--- src/rtl/williams2_pkg.sv ---
// Shared constants and types for the williams2 NVRAM upload path.
// Latency: n/a (constants and types only).
// Backpressure: n/a.
package williams2_pkg;

    localparam int         CMOS_DEPTH  = 1024;   // CMOS nibbles
    localparam int         CMOS_BYTES  = 512;    // packed bytes presented to the HPS
    localparam logic [7:0] NVRAM_INDEX = 8'd4;   // ioctl_index of the NVRAM image

    typedef enum logic [2:0] {
        ST_IDLE,
        ST_PAUSE,
        ST_READY,
        ST_FETCH_LO,
        ST_WAIT_LO,
        ST_FETCH_HI,
        ST_WAIT_HI,
        ST_DONE
    } upload_state_t;

endpackage

--- src/rtl/cmos_nvram_upload.sv ---
// Upload responder: streams the 1K x 4 CMOS RAM to the HPS as 512 packed bytes.
// Latency: 2*RD_LAT+3 clk_sys edges per in-range byte; out-of-range bytes answer on the request edge.
// Backpressure: ioctl_wait stalls the HPS until the CPU is paused and while each byte is fetched.
module cmos_nvram_upload
    import williams2_pkg::*;
#(
    parameter logic [7:0] INDEX   = NVRAM_INDEX,
    parameter int         CMOS_AW = 10,
    parameter int         RD_LAT  = 1
) (
    input  logic               clk_sys,
    input  logic               reset_n,
    input  logic               ioctl_upload,
    input  logic [15:0]        ioctl_index,
    input  logic               ioctl_rd,
    input  logic [24:0]        ioctl_addr,
    output logic [7:0]         ioctl_din,
    output logic               ioctl_wait,
    output logic               pause_req,
    input  logic               pause_ack,
    output logic [CMOS_AW-1:0] cmos_addr,
    output logic               cmos_rd,
    input  logic [3:0]         cmos_data,
    output logic               busy
);

    localparam logic [1:0] LAT_LAST = 2'(RD_LAT - 1);

    upload_state_t      state, state_nxt;
    logic               sel, sel_q;
    logic               pend_vld, pend_oor;
    logic [8:0]         pend_a9;
    logic [8:0]         cur_a9;
    logic [3:0]         lo_nib, hi_nib;
    logic [1:0]         lat_cnt;
    logic               lat_done;
    logic               rd_oor;
    logic               req_vld, req_oor;
    logic [8:0]         req_a9;
    logic               accept;
    logic [7:0]         din_nxt;
    logic               wait_nxt, preq_nxt, rd_nxt, busy_nxt;
    logic [CMOS_AW-1:0] addr_nxt;

    assign sel      = ioctl_upload && (ioctl_index == {8'h00, INDEX});
    assign rd_oor   = (ioctl_addr >= 25'(CMOS_BYTES));
    // A request latched while paused takes priority over a live strobe.
    assign req_vld  = pend_vld || ioctl_rd;
    assign req_oor  = pend_vld ? pend_oor : rd_oor;
    assign req_a9   = pend_vld ? pend_a9  : ioctl_addr[8:0];
    assign accept   = sel && pause_ack && req_vld &&
                      ((state == ST_PAUSE) || (state == ST_READY));
    assign lat_done = (lat_cnt == LAT_LAST);

    // State register.
    always_ff @(posedge clk_sys or negedge reset_n) begin
        if (!reset_n) begin
            state <= ST_IDLE;
            // Starts high so a session already open across reset is not resumed;
            // the HPS must reopen it.
            sel_q <= 1'b1;
        end else begin
            state <= state_nxt;
            sel_q <= sel;
        end
    end

    // Next-state: abort on sel fall, otherwise walk the fetch sequence.
    always_comb begin
        state_nxt = state;
        if ((state != ST_IDLE) && !sel) begin
            state_nxt = ST_IDLE;
        end else begin
            case (state)
                ST_IDLE:     if (sel && !sel_q) state_nxt = ST_PAUSE;
                ST_PAUSE:    if (pause_ack)
                                 state_nxt = (accept && !req_oor) ? ST_FETCH_LO : ST_READY;
                ST_READY:    if (!pause_ack)              state_nxt = ST_PAUSE;
                             else if (accept && !req_oor) state_nxt = ST_FETCH_LO;
                ST_FETCH_LO: state_nxt = ST_WAIT_LO;
                ST_WAIT_LO:  if (lat_done) state_nxt = ST_FETCH_HI;
                ST_FETCH_HI: state_nxt = ST_WAIT_HI;
                ST_WAIT_HI:  if (lat_done) state_nxt = ST_DONE;
                ST_DONE:     state_nxt = ST_READY;
                default:     state_nxt = ST_IDLE;
            endcase
        end
    end

    // Output decode: next values of the registered outputs, keyed on the state being entered.
    always_comb begin
        din_nxt  = ioctl_din;
        wait_nxt = 1'b0;
        preq_nxt = 1'b0;
        rd_nxt   = 1'b0;
        addr_nxt = cmos_addr;
        case (state_nxt)
            ST_IDLE:  ;
            ST_READY: preq_nxt = 1'b1;
            ST_FETCH_LO: begin
                wait_nxt = 1'b1;
                preq_nxt = 1'b1;
                rd_nxt   = 1'b1;
                addr_nxt = CMOS_AW'({req_a9, 1'b0});
            end
            ST_FETCH_HI: begin
                wait_nxt = 1'b1;
                preq_nxt = 1'b1;
                rd_nxt   = 1'b1;
                addr_nxt = CMOS_AW'({cur_a9, 1'b1});
            end
            default: begin
                wait_nxt = 1'b1;
                preq_nxt = 1'b1;
            end
        endcase
        if ((state == ST_DONE) && (state_nxt == ST_READY)) begin
            din_nxt = {hi_nib, lo_nib};
        end else if (accept && req_oor) begin
            din_nxt = 8'hFF;
        end
        busy_nxt = (state_nxt != ST_IDLE);
    end

    // Output registers.
    always_ff @(posedge clk_sys or negedge reset_n) begin
        if (!reset_n) begin
            ioctl_din  <= 8'h00;
            ioctl_wait <= 1'b0;
            pause_req  <= 1'b0;
            cmos_addr  <= '0;
            cmos_rd    <= 1'b0;
            busy       <= 1'b0;
        end else begin
            ioctl_din  <= din_nxt;
            ioctl_wait <= wait_nxt;
            pause_req  <= preq_nxt;
            cmos_addr  <= addr_nxt;
            cmos_rd    <= rd_nxt;
            busy       <= busy_nxt;
        end
    end

    // Pending-request latch, byte address, read-latency counter and nibble capture.
    always_ff @(posedge clk_sys or negedge reset_n) begin
        if (!reset_n) begin
            pend_vld <= 1'b0;
            pend_oor <= 1'b0;
            pend_a9  <= '0;
            cur_a9   <= '0;
            lat_cnt  <= '0;
            lo_nib   <= '0;
            hi_nib   <= '0;
        end else begin
            if (!sel || accept) begin
                pend_vld <= 1'b0;
            end else if (ioctl_rd && !pend_vld &&
                         ((state == ST_PAUSE) || ((state == ST_READY) && !pause_ack))) begin
                pend_vld <= 1'b1;
                pend_oor <= rd_oor;
                pend_a9  <= ioctl_addr[8:0];
            end
            if (state_nxt == ST_FETCH_LO) begin
                cur_a9 <= req_a9;
            end
            if (((state == ST_WAIT_LO) || (state == ST_WAIT_HI)) && !lat_done) begin
                lat_cnt <= lat_cnt + 2'd1;
            end else begin
                lat_cnt <= '0;
            end
            if ((state == ST_WAIT_LO) && lat_done) lo_nib <= cmos_data;
            if ((state == ST_WAIT_HI) && lat_done) hi_nib <= cmos_data;
        end
    end

endmodule

--- config.mk ---
export PLATFORM = sky130hd
export DESIGN_NAME = cmos_nvram_upload
export DESIGN_NICKNAME = d
export VERILOG_FILES = /design/src/rtl/williams2_pkg.sv /design/src/rtl/cmos_nvram_upload.sv
export SDC_FILE = /design/constraint.sdc
export NUM_CORES = 1
export LEC_CHECK = 0
export BUFFER_PORTS_ARGS = -buffer_cell sky130_fd_sc_hd__buf_2
export CAP_MARGIN = 0
export CORE_MARGIN = 1.5
export CORE_UTILIZATION = 54
export CTS_BUF_LIST = sky130_fd_sc_hd__clkbuf_4 sky130_fd_sc_hd__clkbuf_8
export DETAILED_ROUTE_END_ITERATION = 8
export PLACE_DENSITY = 0.9
export SLEW_MARGIN = 40
export SYNTH_ARGS = -nofsm -noshare
export SYNTH_HDL_FRONTEND = slang
export SYNTH_SLANG_ARGS = --single-unit
--- constraint.sdc ---
create_clock -name clk_sys -period 2.6 [get_ports clk_sys]
set_input_delay 0.52 -clock clk_sys [delete_from_list [all_inputs] [get_ports clk_sys]]
set_output_delay 0.52 -clock clk_sys [all_outputs]
set_load 0.1 [all_outputs]
==> impl_metrics.env <==
export IMPL_timing_rr_end="cmos_addr[7]"
export IMPL_dr_pass1_iters=4
export IMPL_grt_usage_pct=23.5
export IMPL_rsz0062_at_grt="false"
export IMPL_p_switching_w=0.000323
export IMPL_grt_pass1_wl_um=9350
export IMPL_drt_wl_total_um=5450
export IMPL_syn_to_final_growth_pct=20.9
export IMPL_critPathSlowestCell="or3_4"
export IMPL_tritoncts_num_buffers=5
export IMPL_worst_pin_slew_ns=0.722
export IMPL_avgViaCountPerCell=5.84
export IMPL_drive_gt1_share_pct=36.8
export IMPL_critical_path_startpoint_type="input port"
export IMPL_layout_common_cells="buf_2 (71), dfrtp_1 (54), mux2_2 (18), nor3_1 (14), inv_1 (12)"
export IMPL_power_frac_seq_pct=56.6
export IMPL_die_h_um=71.3
export IMPL_yosysTopAreaCell="dfrtp_1"
export IMPL_ys_seq_area_share_pct=54.6
export IMPL_synth_area_leaders="dfrtp_1 (54%), mux2_2 (8.0%), a221o_1 (3.6%), mux2i_1 (3.6%), nor3_1 (2.8%)"
export IMPL_ant_nets=0
export IMPL_clock_path_buffers=2
export IMPL_insertion_delay_ns=0.32
export IMPL_io_pins=72
export IMPL_power_frac_clock_pct=38.5
export IMPL_worstPathRequired_ns=2.80
export IMPL_layout_commonest_cell="buf_2"
export IMPL_crit_arrival_ns=2.31
export IMPL_timing_final_crit_share_pct=81.0
export IMPL_dieArea_sq_um=5090
export IMPL_fin_total_pwr_w=0.00152
export IMPL_min_period_ns=2.10
export IMPL_yosys_warnings=0
export IMPL_worstPathMaxFanout=10
export IMPL_core_sq_um=4410
export IMPL_hold_violations=0
export IMPL_swShare_pct=21.3
export IMPL_synth_seq_cells=55
export IMPL_nets=346
export IMPL_cp_slowest_stage_delay_ns=0.41
export IMPL_drv_cap=0
export IMPL_rr_worst_depth=5
export IMPL_slew_violations=0
export IMPL_crit_end="pend_oor"
export IMPL_p_comb_share_pct=4.9
export IMPL_postCtsSetupBuffers=0
export IMPL_syn_nets=275
export IMPL_cts_tree="done"
export IMPL_clockRootBuffer="clkbuf_8"
export IMPL_cp_end_kind="flop"
export IMPL_drtIter0Drc=138
export IMPL_synth_cells=224
export IMPL_crit_start="ioctl_index[1]"
export IMPL_status="completed"
export IMPL_routabilityCongestion=0.836
export IMPL_p_per_area_nw_per_um2=498
export IMPL_fin_ws_ns=0.495
export IMPL_p_int_w=0.00120
export IMPL_vias=2033
export IMPL_leakage_nw=1.50
export IMPL_place_ws_ns=0.146
export IMPL_port_buffers=71
export IMPL_initial_utilization_pct=57.1
export IMPL_dp_cells=340
export IMPL_dpl_hpwl_um=3900
export IMPL_antenna_found_initial=0
export IMPL_wl_per_cell_um=15.6
export IMPL_finalSetupViolCount=0
export IMPL_antenna_cells=0
export IMPL_route_detailed_drc=0
export IMPL_grt_ovfl_total=0
export IMPL_yosysUniqueCellTypes=40
export IMPL_crit_chain="buf_2 > nor4b_1 > nand2_1 > or3_4 > nor4_4 > buf_4 > mux2_2"
export IMPL_critPathKind="in -> reg"
export IMPL_instances_no_fill=348
export IMPL_ir_worst_vdd_uv=301
export IMPL_hold_class="in -> async"
export IMPL_num_rows=24
export IMPL_grt_pass1_vias=2081
export IMPL_slew_headroom_pct=51.5
export IMPL_max_freq_ghz=0.475
export IMPL_path_clk_slew_ns=0.09
export IMPL_finClkSkew_ns=0.0112
export IMPL_grt_start_max_net_pins=56
export IMPL_synth_top_area_share_pct=53.6
export IMPL_syn_area_per_cell_sq_um=11.3
export IMPL_die_width_um=71.3
export IMPL_cts_sinks=55
export IMPL_synthesis_area_sq_um=2520
export IMPL_cts_hold_buf=0
export IMPL_cts_resized_gates=0
export IMPL_r2r_slack_ns=0.61
export IMPL_htree_levels=2
export IMPL_r2r_start="state[1]"
export IMPL_finalSetupTns_ns=0
## per-layer routing
| metal | up-vias | part of all wire (%) | track usage (%) | wire [um] |
|---|---|---|---|---|
| met4 | 0 | 1.5 | 8.60 | 80 |
| met2 | 52 | 50 | 39.7 | 2730 |
| met1 | 1003 | 44 | 29.1 | 2390 |
| met3 | 9 | 4.4 | 6.19 | 237 |
| li1 | 969 | - | - | - |
| met5 | - | 0 | 0 | 0 |
## worst min-delay path by stage
stage / slack [ns] / cells after the start / to / from
after global placement: 0.43 / 1 / lat_cnt[0] / lat_cnt[0]
after global routing: 0.39 / 2 / ioctl_din[7] / reset_n
after floorplan: 0.22 / 0 / busy / reset_n
final: 0.32 / 2 / ioctl_din[5] / reset_n
after CTS: 0.35 / 2 / ioctl_din[7] / reset_n
after detailed placement: 0.43 / 1 / lat_cnt[0] / lat_cnt[0]
## per-stage QoR
| stage | hold slack, ns | area [sq um] | utilization [%] |
|---|---|---|---|
| after floorplan | 0.224 | 2520 | - |
| after global placement | 0.426 | 2930 | 66.3 |
| after detailed placement | 0.435 | 2930 | 66.5 |
| after CTS | 0.350 | 3050 | 69.1 |
| after global routing | 0.394 | 3050 | 69.1 |
| final | 0.319 | 3050 | 69.1 |
## power by group through the flow
stage | clock network (W) | logic [W] | registers [W]
2_1_floorplan | 0 | 0.0000146 | 0.000876
3_3_place_gp | 0 | 0.0000725 | 0.000876
3_5_place_dp | 0 | 0.0000756 | 0.000876
4_1_cts | 0.000595 | 0.0000759 | 0.000859
5_1_grt | 0.000623 | 0.0000848 | 0.000860
6_report | 0.000585 | 0.0000741 | 0.000860
## logic make-up after synthesis
family	after synthesis	share of synthesized area [%]
buf+inv	25	3.97
mux	27	11.6
compound gates	47	12.9
xor+xnor	3	1.04
simple gates	65	15.0
fa+ha+maj	2	0.893
flops	55	54.6
## Yosys cell counts
library cell   n
a21o_1         1
a21oi_1        3
a221o_1        9
a22o_1         1
a2bb2oi_1      1
a31oi_1        9
and2_1         1
buf_2          2
buf_4          1
clkbuf_1       9
dfrtp_1       54
dfstp_2        1
ha_1           1
inv_1         12
inv_2          1
maj3_1         1
mux2_2        18
mux2i_1        9
nand2_1       10
nand2b_1      11
nand3_1        2
nand4_1        2
nand4b_1       1
nor2_1         6
nor2b_1        2
nor3_1        14
nor3b_1        1
nor4_1         5
nor4_4         1
nor4b_1        3
o211ai_1       1
o21a_1         1
o21ai_0       11
o22a_1         2
o22ai_1        8
or2_2          2
or3_1          3
or3_4          1
xnor2_1        1
xor2_1         2
## registers in the layout, indices dropped and copies added, names as in the netlist
| signal | cells |
|---|---|
| busy | 1 |
| state | 3 |
| lat_cnt | 2 |
| lo_nib | 4 |
| pend_vld | 1 |
| cmos_addr | 10 |
| hi_nib | 4 |
| ioctl_wait | 1 |
| ioctl_din | 8 |
| pend_oor | 1 |
| cmos_rd | 1 |
| sel_q | 1 |
| pend_a9 | 9 |
| cur_a9 | 9 |
## critical path: cells and delay by family
family,cells,cell delay (ns)
mux,1,0.35
buf+inv,2,0.32
simple gates,4,1.11
## layout make-up
class                   instances  area (sq um)
clock buffers                   6          76.3
fillers                       324          1370
clock inverters                 2          38.8
repair buffers                 76           393
multi-input cells             144          1050
well taps                      52          65.1
flip-flops and latches         55          1380
inverters                      13          48.8
(Power assumes the default switching activity.)
